`src/rtl/load_store_unit.sv`:
```
// Load/store unit: one outstanding request, fixed-latency data memory access.
// Misaligned or illegal-size requests are rejected with a one-cycle error response.
module load_store_unit #(
    parameter int READ_LATENCY  = 3,
    parameter int WRITE_LATENCY = 2
) (
    input  logic        clk,
    input  logic        reset,
    input  logic        req_valid,
    output logic        req_ready,
    input  logic        req_write,
    input  logic [31:0] req_addr,
    input  logic [31:0] req_wdata,
    input  logic [1:0]  req_size,
    input  logic        req_signed,
    output logic        resp_valid,
    output logic [31:0] resp_rdata,
    output logic        resp_misaligned,
    output logic [31:0] mem_addr,
    output logic [31:0] mem_write_data,
    output logic        mem_memread,
    output logic        mem_memwrite,
    output logic [3:0]  mem_sign_mask,
    input  logic [31:0] mem_read_data
);

    typedef enum logic [2:0] {
        IDLE,
        ISSUE,
        WAIT,
        RESP,
        ERR
    } state_t;

    localparam logic [2:0] RD_CNT = 3'(READ_LATENCY - 1);
    localparam logic [2:0] WR_CNT = 3'(WRITE_LATENCY - 1);

    state_t     state;
    state_t     state_nx;
    logic [2:0] cnt;
    logic       wr_q;
    logic       misaligned;
    logic [2:0] size_mask;

    always_comb begin
        size_mask = 3'b111;
        unique case (req_size)
            2'b00:   size_mask = 3'b001;
            2'b01:   size_mask = 3'b011;
            default: size_mask = 3'b111;
        endcase
        misaligned = (req_size == 2'b11)
                   || (req_size == 2'b01 && req_addr[0])
                   || (req_size == 2'b10 && req_addr[1:0] != 2'b00);
    end

    always_comb begin
        state_nx     = state;
        req_ready    = 1'b0;
        resp_valid   = 1'b0;
        mem_memread  = 1'b0;
        mem_memwrite = 1'b0;
        unique case (state)
            IDLE: begin
                req_ready = 1'b1;
                if (req_valid)
                    state_nx = misaligned ? ERR : ISSUE;
            end
            ISSUE: begin
                mem_memread  = ~wr_q;
                mem_memwrite = wr_q;
                state_nx     = WAIT;
            end
            WAIT: begin
                if (cnt == 3'd0)
                    state_nx = RESP;
            end
            RESP, ERR: begin
                resp_valid = 1'b1;
                state_nx   = IDLE;
            end
            default: state_nx = IDLE;
        endcase
        // Reset is synchronous, so mask the outputs during the first reset cycle too
        if (reset) begin
            req_ready    = 1'b0;
            resp_valid   = 1'b0;
            mem_memread  = 1'b0;
            mem_memwrite = 1'b0;
        end
    end

    always_ff @(posedge clk) begin
        if (reset) begin
            state           <= IDLE;
            cnt             <= 3'd0;
            wr_q            <= 1'b0;
            resp_rdata      <= 32'd0;
            resp_misaligned <= 1'b0;
            mem_addr        <= 32'd0;
            mem_write_data  <= 32'd0;
            mem_sign_mask   <= 4'd0;
        end else begin
            state <= state_nx;
            case (state)
                IDLE: begin
                    if (req_valid) begin
                        if (misaligned) begin
                            resp_misaligned <= 1'b1;
                            resp_rdata      <= 32'd0;
                        end else begin
                            wr_q           <= req_write;
                            mem_addr       <= req_addr;
                            mem_write_data <= req_wdata;
                            mem_sign_mask  <= {req_signed & ~req_write,
                                               size_mask};
                        end
                    end
                end
                ISSUE: cnt <= wr_q ? WR_CNT : RD_CNT;
                WAIT: begin
                    if (cnt == 3'd0) begin
                        resp_misaligned <= 1'b0;
                        resp_rdata      <= wr_q ? 32'd0 : mem_read_data;
                    end else begin
                        cnt <= cnt - 3'd1;
                    end
                end
                default: ;
            endcase
        end
    end

endmodule

```
`config.mk`:
```
export PLATFORM = sky130hd
export DESIGN_NAME = load_store_unit
export DESIGN_NICKNAME = d
export VERILOG_FILES = /design/src/rtl/load_store_unit.sv
export SDC_FILE = /design/constraint.sdc
export NUM_CORES = 1
export LEC_CHECK = 0
export CAP_MARGIN = 40
export CELL_PAD_IN_SITES_DETAIL_PLACEMENT = 1
export CELL_PAD_IN_SITES_GLOBAL_PLACEMENT = 1
export CORE_MARGIN = 4
export CORE_UTILIZATION = 31
export CTS_BUF_LIST = sky130_fd_sc_hd__clkbuf_16
export CTS_CLUSTER_SIZE = 24
export DETAILED_ROUTE_END_ITERATION = 8
export PLACE_DENSITY = 0.95
export SLEW_MARGIN = 15
export SYNTH_ARGS = -nofsm -noshare
export SYNTH_HDL_FRONTEND = slang
export SYNTH_SLANG_ARGS = --single-unit
export TNS_END_PERCENT = 100
```
`constraint.sdc`:
```
create_clock -name clk -period 3.65 [get_ports clk]
set_clock_uncertainty 0.2 [all_clocks]
set_input_delay 0.73 -clock clk [delete_from_list [all_inputs] [get_ports clk]]
set_output_delay 0.73 -clock clk [all_outputs]
set_load 0.01 [all_outputs]
```
==> out/results.txt, run 1 <==
Syn Inst Count -> 495
flops & latches, synth -> 108
met3 wire length -> 603 µm
Post-DP HPWL -> 10680 µm
CP Launch Type -> register
Met2 Routed Length -> 7816 µm
Post-route DRC -> 0
CTS Root Cell -> clkbuf_16
final wirelength -> 14090 µm
most frequent CP cell -> nor3b_1
die area -> 15580 µm²
fin util -> 49.84%
First DRT Iteration DRCs -> 128
area share of the largest cell type after synthesis -> 51.12%
simple-gate share of the synthesized area -> 23.93%
Mean Syn Cell Area -> 8.544 µm²
initial antenna violation count -> 0
slew at the pin closest to its max-slew limit -> 0.6799 ns
largest family of logic cells by synthesized area -> simple AND/OR/NAND/NOR gates
synthesized area -> 4229 µm²
Achievable Freq -> 315.2 MHz
count of cell types in the netlist -> 34
post-synthesis sequential area ratio -> 51.12%
GRT Total Usage -> 17.54%
yosys warns -> 0
VDD IR-drop max -> 177.7 µV
Arr. time, crit path -> 2.24 ns
worst path bufs/invs -> 1
final-layout fill cell count -> 1542
reg2reg setup slack -> 1.42 ns
synth-to-layout area growth -> 56.69%
Die Height -> 124.8 µm
xor/xnor share of the synthesized area -> 0.2071%
power per cell area -> 396.6 nW/µm²
# Post-CTS Setup Buffers -> 0
CP Data Required Time -> 2.72 ns
IO Pins -> 208
highest metal layer with signal wires -> met4
static leakage -> 0.002295 µW
vias in the first global route -> 4407
Slew headroom -> 54.67%
first-pass detailed-route iteration total -> 4
Synth Area in Adders -> 0.5917%
Avg WL per Cell -> 16.35 µm
Final ANT Viol Nets -> 0
maxcap violations -> 0
wl on met1 -> 5190 µm
worst-path fanout max -> 9
I/O Buffers -> 207
post-synth top area cell -> dfxtp_1
unrepaired setup endpoints after global routing -> false
Congestion Overflow GR -> 0
Cell Rows -> 42
Worst-path clk slew -> 0.06 ns
Vias -> 4026
top post-synthesis cells by area -> dfxtp_1 (51%), nand2_1 (15%), a21oi_1 (8.3%), mux2i_1 (8.0%), nand2b_1 (5.3%)
Synth Area in Compound Gates -> 10.38%
FF+latch area -> 2162 µm²
worst path cell trace -> nor3b_1 > nor3b_1 > clkdlybuf4s50_1
Final Hold Violating Endpoints -> 0
critical path endpoint category -> output port
post-route clock period utilization -> 86.93%
largest net degree at the start of global routing -> 71
CTS H-tree lvls -> 3
Place WS -> 0.6687 ns
Final Slew Violations -> 0
setup TNS -> 0 ns
share of cells above drive strength 1 -> 3.790%
status -> completed
non-filler cells, final -> 862
clock buffer depth -> 2
post-synthesis mux area share -> 8.047%
final total power -> 2628 µW
Post-CTS Resized -> 0
Slowest-stage cell, CP -> clkdlybuf4s50_1
n_diodes -> 0
TritonCTS Sinks -> 108
TritonCTS clock tree -> done
HP Class -> register to register
dpl cells -> 847
TritonCTS Buffers -> 9
Total Nets Final -> 787
footprint of the multi-input gates -> 1857 µm²
# hold bufs at CTS -> 0
vias per cell -> 4.671
kind of critical path -> register to output port
global-route wire length before repair -> 22190 µm
worst-skew pair later-pin latency -> 0.34 ns
setup violators final -> 0
Initial Util -> 31.81%
CP delay by family, top -> simple AND/OR/NAND/NOR gates
routability cong. -> 0.7454
final setup margin -> 0.4772 ns
Largest stage delay, worst path -> 0.59 ns
CORE AREA -> 13300 µm²
post-layout min period -> 3.173 ns
Die Wd -> 124.8 µm
Net Count, Synth -> 600
==> metrics by stage <==
step	hold WS (ns)	area [µm²]
5_1_grt	0.2847	6626
4_1_cts	0.2577	6626
2_1_floorplan	0.2638	4229
6_report	0.2534	6626
3_5_place_dp	0.2480	6377
3_3_place_gp	0.2416	6377
==> kinds of logic (layout without fill, tap and decap cells) <==
kind of cell,Yosys count,in the layout
adder cells (fa/ha/maj),2,2
multiplexers,34,34
buffers and inverters,40,231
XOR/XNOR,1,1
flip-flops,108,108
AO/OA/AOI/OAI,81,81
AND/OR/NAND/NOR,229,229
==> path summary, 6_finish.rpt <==
path | startpoint | to | cells past startpoint
worst min-delay path | mem_sign_mask[3] | mem_sign_mask[3] | 2
worst max-delay path | state[0] | mem_memread | 3
worst max register to register | state[1] | resp_rdata[21] | 5
worst min register to register | mem_sign_mask[3] | mem_sign_mask[3] | 2
==> where the power goes <==
group	switching (µW)	total [µW]	leakage (µW)	internal [µW]
clock network	406	852	0.000126	446
logic	226	502	0.00129	276
registers	38.5	1270	0.000877	1240
==> worst register-to-register path, stage by stage (launching register included) <==
cell	delay, ns
dfxtp_1	0.52
nand2b_1	0.17
nor3_1	0.31
o21bai_4	0.18
buf_4	0.47
mux2i_1	0.31
==> cells in the final DEF (no fill, tap or decap), types with 2 or more instances in the layout <==
| cell type | Yosys | routed |
|---|---|---|
| inv_1 | 3 | 4 |
| nor3b_1 | 3 | 3 |
| nand2b_1 | 36 | 36 |
| or3_1 | 2 | 2 |
| clkbuf_16 | 0 | 9 |
| clkdlybuf4s50_1 | 0 | 206 |
| ha_1 | 2 | 2 |
| mux2i_1 | 34 | 34 |
| dfxtp_1 | 108 | 108 |
| clkinv_1 | 0 | 4 |
| o21bai_4 | 0 | 2 |
| buf_4 | 6 | 6 |
| a21oi_1 | 70 | 70 |
| nor2_1 | 7 | 7 |
| nor3_1 | 4 | 4 |
| nand2_1 | 168 | 168 |
| nand3b_1 | 3 | 3 |
==> synthesized netlist by cell type (all sizes together) <==
| cell type | number |
|---|---|
| nor3 | 4 |
| ha | 2 |
| buf | 19 |
| or4b | 1 |
| dfxtp | 108 |
| a211oi | 2 |
| inv | 3 |
| o21a | 1 |
| o211ai | 1 |
| or2 | 1 |
| a2111oi | 1 |
| clkbuf | 18 |
| o21bai | 2 |
| nand3b | 3 |
| and3b | 1 |
| a21oi | 71 |
| a31oi | 1 |
| nand2b | 36 |
| o21ai | 1 |
| o21ba | 1 |
| nor4 | 1 |
| nand3 | 1 |
| xnor2 | 1 |
| mux2i | 34 |
| nor3b | 3 |
| nand2 | 168 |
| or3 | 2 |
| nor2 | 8 |
==> state kept, by name (all words and copies together), names as in the netlist <==
signal and count:
cnt 3, mem_addr 32, mem_sign_mask 4, mem_write_data 32, resp_misaligned 1, resp_rdata 32
state 3, wr_q 1
==> final cells by class <==
cell class | count | area share [%]
clock buffers | 9 | 3.399
clock inverters | 6 | 0.3588
inverters | 3 | 0.1699
multi-input cells | 347 | 28.02
flip-flops and latches | 108 | 32.63
well taps | 176 | 3.323
repair buffers | 213 | 32.10
==> routing by layer <==
metal	up-vias	GRT usage [%]
li1	1974	-
met1	1918	17.48
met2	106	33.87
met3	28	4.202
met4	0	8.124
met5	-	0
No activity file was read; power rests on OpenSTA's default activity.
==> run 2: changes to the inputs <==
--- a/config.mk
+++ b/config.mk
@@ -13,6 +13,7 @@
 export CTS_BUF_LIST = sky130_fd_sc_hd__clkbuf_16
 export CTS_CLUSTER_SIZE = 24
 export DETAILED_ROUTE_END_ITERATION = 8
+export GPL_TIMING_DRIVEN = 0
 export PLACE_DENSITY = 0.95
 export SLEW_MARGIN = 15
 export SYNTH_ARGS = -nofsm -noshare
==> run 2 against run 1 <==
Net effect:
- sequential cell count did not move
- register-to-register slack improved by 0.04 ns
- critical path depth rose by 2
- combinational power rose by 7.8%
- final cell count rose by 3.6%
- maximum frequency rose by 1.8%
- die area did not move
- power rose by 8.0%
- global-route usage rose by 1.5 points
- cell area rose by 3.1%
- clock power rose by 21%
- critical path type is now input port to output port
- largest cell class is now non-clock buffers
==> out/results.txt, run 2 (synthesis results as in run 1) <==
TritonCTS Buffers -> 9 (unchanged)
vias per cell -> 4.733 (was 4.671)
Achievable Freq -> 320.8 MHz (was 315.2 MHz)
TritonCTS Sinks -> 108 (unchanged)
clock power share -> 36.4% (was 32.4%)
post-route cell area -> 6833 µm² (was 6626 µm²)
Arr. time, crit path -> 2.19 ns (was 2.24 ns)
CORE AREA -> 13300 µm² (unchanged)
Die Height -> 124.8 µm (unchanged)
GRT Total Usage -> 19.01% (was 17.54%)
maxcap violations -> 0 (unchanged)
Final Hold Violating Endpoints -> 0 (unchanged)
setup violators final -> 0 (unchanged)
Post-route DRC -> 0 (unchanged)
Avg WL per Cell -> 17.05 µm (was 16.35 µm)
Worst-path clk slew -> 0.07 ns (was 0.06 ns)
commonest non-fill, non-tap cell in the layout -> clkdlybuf4s50_1 (unchanged)
reg2reg setup slack -> 1.46 ns (was 1.42 ns)
Switching Fraction -> 25.15% (was 25.50%)
Slew headroom -> 61.65% (was 54.67%)
I/O Buffers -> 207 (unchanged)
VDD IR-drop max -> 280.6 µV (was 177.7 µV)
Vias -> 4227 (was 4026)
Final ANT Viol Nets -> 0 (unchanged)
slew at the pin closest to its max-slew limit -> 0.5753 ns (was 0.6799 ns)
worst path cell trace -> dlymetal6s2s_1 > clkbuf_2 > clkbuf_2 > a21oi_1 > clkdlybuf4s50_1 (was nor3b_1 > nor3b_1 > clkdlybuf4s50_1)
setup TNS -> 0 ns (unchanged)
final wirelength -> 15230 µm (was 14090 µm)
RR Startpoint -> state[0] (was state[1])
hold worst-path end -> mem_addr[20] (was mem_sign_mask[3])
# Post-CTS Setup Buffers -> 0 (unchanged)
Final Slew Violations -> 0 (unchanged)
Total Nets Final -> 817 (was 787)
reg2reg path depth -> 7 (was 5)
synth-to-layout area growth -> 61.57% (was 56.69%)
First DRT Iteration DRCs -> 127 (was 128)
worst-skew pair later-pin latency -> 0.34 ns (about the same)
post-route clock period utilization -> 85.40% (was 86.93%)
Seq pwr share -> 44.6% (was 48.5%)
biggest regs -> mem_addr (32), mem_write_data (32), resp_rdata (32) (unchanged)
worst-path fanout max -> 12 (was 9)
routability cong. -> 0.7728 (was 0.7454)
Cell Rows -> 42 (unchanged)
CTS Root Cell -> clkbuf_16 (unchanged)
share of cells above drive strength 1 -> 5.858% (was 3.790%)
n_diodes -> 0 (unchanged)
clock buffer depth -> 2 (unchanged)
global-route wire length before repair -> 23940 µm (was 22190 µm)
Slowest-stage cell, CP -> clkdlybuf4s50_1 (unchanged)
Congestion Overflow GR -> 0 (unchanged)
Die Wd -> 124.8 µm (unchanged)
TritonCTS clock tree -> done (unchanged)
unrepaired setup endpoints after global routing -> false (unchanged)
final-layout fill cell count -> 1565 (was 1542)
final setup margin -> 0.5330 ns (was 0.4772 ns)
CP Launch Type -> input port (was register)
static leakage -> 0.002421 µW (was 0.002295 µW)
status -> completed (unchanged)
kind of critical path -> input port to output port (was register to output port)
P_int -> 2125 µW (was 1958 µW)
vias in the first global route -> 4621 (was 4407)
net switching power -> 714.2 µW (was 670.1 µW)
HP Class -> register to register (unchanged)
most frequent CP cell -> clkbuf_2 (was nor3b_1)
Post-DP HPWL -> 12110 µm (was 10680 µm)
Place WS -> -0.2789 ns (was 0.6687 ns)
CP Data Required Time -> 2.72 ns (about the same)
Hold Startpoint -> mem_addr[20] (was mem_sign_mask[3])
power per cell area -> 415.6 nW/µm² (was 396.6 nW/µm²)
first-pass detailed-route iteration total -> 4 (unchanged)
die area -> 15580 µm² (unchanged)
Initial Util -> 31.81% (unchanged)
RR Endpoint -> mem_write_data[30] (was resp_rdata[21])
CTS H-tree lvls -> 3 (unchanged)
most frequent cells in the layout -> clkdlybuf4s50_1 (206), nand2_1 (168), dfxtp_1 (108) (unchanged)
hold path depth -> 2 (unchanged)
initial antenna violation count -> 0 (unchanged)
Largest stage delay, worst path -> 0.49 ns (was 0.59 ns)
largest net degree at the start of global routing -> 17 (was 71)
critical path endpoint category -> output port (unchanged)
post-layout min period -> 3.117 ns (was 3.173 ns)
Comb pwr share -> 19.0% (was 19.1%)
DP Area -> 6521 µm² (was 6377 µm²)
IO Pins -> 208 (unchanged)
run 2: worst max path at each step:
stage / endpoint / cells after the start / slack (ns) / from
global placement: resp_valid / 6 / -0.25 / reset
floorplan: resp_valid / 4 / 1.17 / reset
global route: resp_valid / 5 / 0.38 / reset
CTS: resp_valid / 6 / 0.001 / reset
detailed placement: resp_valid / 6 / -0.28 / reset
finish: resp_valid / 5 / 0.53 / reset
run 2: cell type report:
class | count | area [µm²] | share of cell area (%)
inverter | 3 | 11.26 | 0.1648
multi-input combinational | 347 | 1826 | 26.72
clock inverter | 7 | 83.83 | 1.227
sequential | 108 | 2162 | 31.64
timing repair buffer | 207 | 2074 | 30.36
buffer | 36 | 230.2 | 3.369
clock buffer | 9 | 225.2 | 3.296
tap | 176 | 220.2 | 3.223
run 2: metal layers:
| layer | vias to the layer above | track usage (%) | wire length (µm) |
|---|---|---|---|
| met2 | 109 | 36.10 | 8285 |
| met3 | 33 | 4.245 | 696 |
| met4 | 0 | 8.446 | 510 |
| met1 | 2039 | 19.76 | 5732 |
| li1 | 2046 | - | - |
| met5 | - | 0 | 0 |
run 2: power groups by stage:
| stage | Clock, µW | Combinational [µW] | Sequential [µW] |
|---|---|---|---|
| 2_1_floorplan | 0 | 231 | 1310 |
| 3_3_place_gp | 0 | 520 | 1290 |
| 3_5_place_dp | 0 | 542 | 1290 |
| 4_1_cts | 1050 | 547 | 1270 |
| 5_1_grt | 1100 | 582 | 1270 |
| 6_report | 1030 | 541 | 1270 |
run 2: what timing repair did:
action	4_1_cts	5_1_grt
endpoints found under the setup margin	2	2
hold buffers	0	0
gates resized for setup	3	1
hold endpoints to repair	0	0
run 2: worst max-delay path, delay by kind of cell:
| family | cells | cell delay, ns |
|---|---|---|
| AO/OA/AOI/OAI | 1 | 0.07 |
| buffers and inverters | 4 | 1.39 |
run 2: through the flow:
stage	instances	utilization (%)	hold WS, ns	power [µW]
finish	893	51.39	0.2577	2840
CTS	894	51.40	0.2577	2866
detailed placement	878	49.05	0.2483	1836
floorplan	495	-	0.2638	1544
global route	893	51.39	0.2809	2960
global placement	878	49.05	0.2418	1809
==> run 3: changes to the inputs <==
--- a/config.mk
+++ b/config.mk
@@ -14,7 +14,8 @@
 export CTS_CLUSTER_SIZE = 24
 export DETAILED_ROUTE_END_ITERATION = 8
 export GPL_TIMING_DRIVEN = 0
-export PLACE_DENSITY = 0.95
+export PLACE_DENSITY_LB_ADDON = 0.12
+export SKIP_CTS_REPAIR_TIMING = 1
 export SLEW_MARGIN = 15
 export SYNTH_ARGS = -nofsm -noshare
 export SYNTH_HDL_FRONTEND = slang
==> run 3 against run 2 <==
Net effect:
- sequential share of layout area barely moved
- non-clock buffer count fell by 1
- first-iteration DRC count fell by 5.5%
- die area did not move
- count of clock-buffer cells in the layout did not move
- critical endpoint is now mem_memwrite
- largest cell class unchanged
- largest power group unchanged
==> out/results.txt, run 3 (synthesis results as in run 1) <==
launch point of the critical path -> reset (unchanged)
met1 usage -> 19.11% (was 19.76%)
GRT busiest layer -> met2 (unchanged)
synth-to-layout area growth -> 61.39% (was 61.57%)
Vias -> 4087 (was 4227)
TritonCTS clock tree -> done (unchanged)
kind of critical path -> input port to output port (unchanged)
final setup margin -> 0.2235 ns (was 0.5330 ns)
worst-path fanout max -> 12 (unchanged)
Achievable Freq -> 291.8 MHz (was 320.8 MHz)
biggest regs -> mem_addr (32), mem_write_data (32), resp_rdata (32) (unchanged)
Worst-path clk slew -> 0.07 ns (about the same)
clock buffer depth -> 2 (unchanged)
CP Launch Type -> input port (unchanged)
CORE AREA -> 13300 µm² (unchanged)
Hold Startpoint -> mem_write_data[18] (was mem_addr[20])
initial antenna violation count -> 0 (unchanged)
met3 Use GR -> 8.919% (was 4.245%)
commonest non-fill, non-tap cell in the layout -> clkdlybuf4s50_1 (unchanged)
Cell Rows -> 42 (unchanged)
CTS H-tree lvls -> 3 (unchanged)
n_diodes -> 0 (unchanged)
DP Area -> 6521 µm² (unchanged)
Post-route DRC -> 0 (unchanged)
Final Slew Violations -> 0 (unchanged)
global-route wire length before repair -> 22780 µm (was 23940 µm)
largest net degree at the start of global routing -> 17 (unchanged)
TritonCTS Sinks -> 108 (unchanged)
Die Wd -> 124.8 µm (unchanged)
Slew headroom -> 61.25% (was 61.65%)
GRT Total Usage -> 18.13% (was 19.01%)
static leakage -> 0.002405 µW (was 0.002421 µW)
First DRT Iteration DRCs -> 120 (was 127)
routability cong. -> 0.7882 (was 0.7728)
critical path endpoint category -> output port (unchanged)
most frequent cells in the layout -> clkdlybuf4s50_1 (207), nand2_1 (168), dfxtp_1 (108) (was clkdlybuf4s50_1 (206), nand2_1 (168), dfxtp_1 (108))
unrepaired setup endpoints after global routing -> false (unchanged)
post-route cell area -> 6825 µm² (was 6833 µm²)
post-layout min period -> 3.426 ns (was 3.117 ns)
maxcap violations -> 0 (unchanged)
IO Pins -> 208 (unchanged)
vias in the first global route -> 4423 (was 4621)
CTS Root Cell -> clkbuf_16 (unchanged)
GRT met2 Usage -> 31.77% (was 36.10%)
Final ANT Viol Nets -> 0 (unchanged)
slew at the pin closest to its max-slew limit -> 0.5800 ns (was 0.5753 ns)
Arr. time, crit path -> 2.50 ns (was 2.19 ns)
Total Nets Final -> 816 (was 817)
final wirelength -> 13920 µm (was 15230 µm)
TritonCTS Buffers -> 9 (unchanged)
power per cell area -> 413.6 nW/µm² (was 415.6 nW/µm²)
Hold WS -> 0.2584 ns (was 0.2577 ns)
Die Height -> 124.8 µm (unchanged)
Final Hold Violating Endpoints -> 0 (unchanged)
share of cells above drive strength 1 -> 5.726% (was 5.858%)
Congestion Overflow GR -> 0 (unchanged)
status -> completed (unchanged)
Avg WL per Cell -> 15.61 µm (was 17.05 µm)
Initial Util -> 31.81% (unchanged)
post-route clock period utilization -> 93.88% (was 85.40%)
first-pass detailed-route iteration total -> 4 (unchanged)
VDD IR-drop max -> 222.1 µV (was 280.6 µV)
die area -> 15580 µm² (unchanged)
setup violators final -> 0 (unchanged)
final total power -> 2823 µW (was 2840 µW)
CP Data Required Time -> 2.72 ns (about the same)
Post-DP HPWL -> 10830 µm (was 12110 µm)
RR Startpoint -> state[0] (unchanged)
worst-skew pair later-pin latency -> 0.35 ns (was 0.34 ns)
vias per cell -> 4.582 (was 4.733)
HP Class -> register to register (unchanged)
I/O Buffers -> 207 (unchanged)
Place WS -> -0.3765 ns (was -0.2789 ns)
run 3: changes by cell type in the layout (fill, tap and decap cells not counted):
cell / previous run / this run
clkbuf_2: 3 / 1
clkbuf_4: 0 / 1
clkdlybuf4s50_1: 206 / 207
clkinv_1: 1 / 3
clkinv_2: 1 / 2
clkinvlp_4: 1 / 0
dlymetal6s2s_1: 1 / 0
inv_1: 5 / 3
run 3: where the power goes:
part           switching [µW]  leakage (µW)  internal [µW]
logic                     240       0.00138            296
clock network             430      0.000152            592
registers                29.6      0.000877           1240
total                     699       0.00240           2120
run 3: final cells by class:
| type | count | area [µm²] |
|---|---|---|
| clock inverter | 7 | 81.33 |
| fill | 1572 | 6470 |
| clock buffer | 9 | 225.2 |
| timing repair buffer | 207 | 2072 |
| multi-input combinational | 347 | 1826 |
| tap | 176 | 220.2 |
| inverter | 3 | 11.26 |
| sequential | 108 | 2162 |
| buffer | 35 | 227.7 |
run 3: through the flow:
step | instances | TNS [ns] | utilization (%)
2_1_floorplan | 495 | 0 | -
6_report | 892 | 0 | 51.34
4_1_cts | 894 | -0.5766 | 51.36
3_5_place_dp | 878 | -0.5130 | 49.05
5_1_grt | 892 | 0 | 51.34
3_3_place_gp | 878 | -0.4722 | 49.05
run 3: worst max-delay path: stages:
cell,delay [ns]
clkdlybuf4s50_1,0.71
clkbuf_2,0.34
and3b_1,0.21
clkdlybuf4s50_1,0.49
run 3: final timing paths:
| check | to | slack (ns) | cells past startpoint |
|---|---|---|---|
| worst min register to register | mem_write_data[18] | 0.26 | 2 |
| worst max register to register | mem_write_data[17] | 1.45 | 7 |
| worst min-delay path | mem_write_data[18] | 0.26 | 2 |
| worst max-delay path | mem_memwrite | 0.22 | 4 |
run 3: metal layers:
metal | part of all wire (%) | vias to the layer above
met5 | 0 | -
met4 | 1.8 | 0
met3 | 9.1 | 18
met2 | 50 | 116
met1 | 39 | 1920
li1 | - | 2033
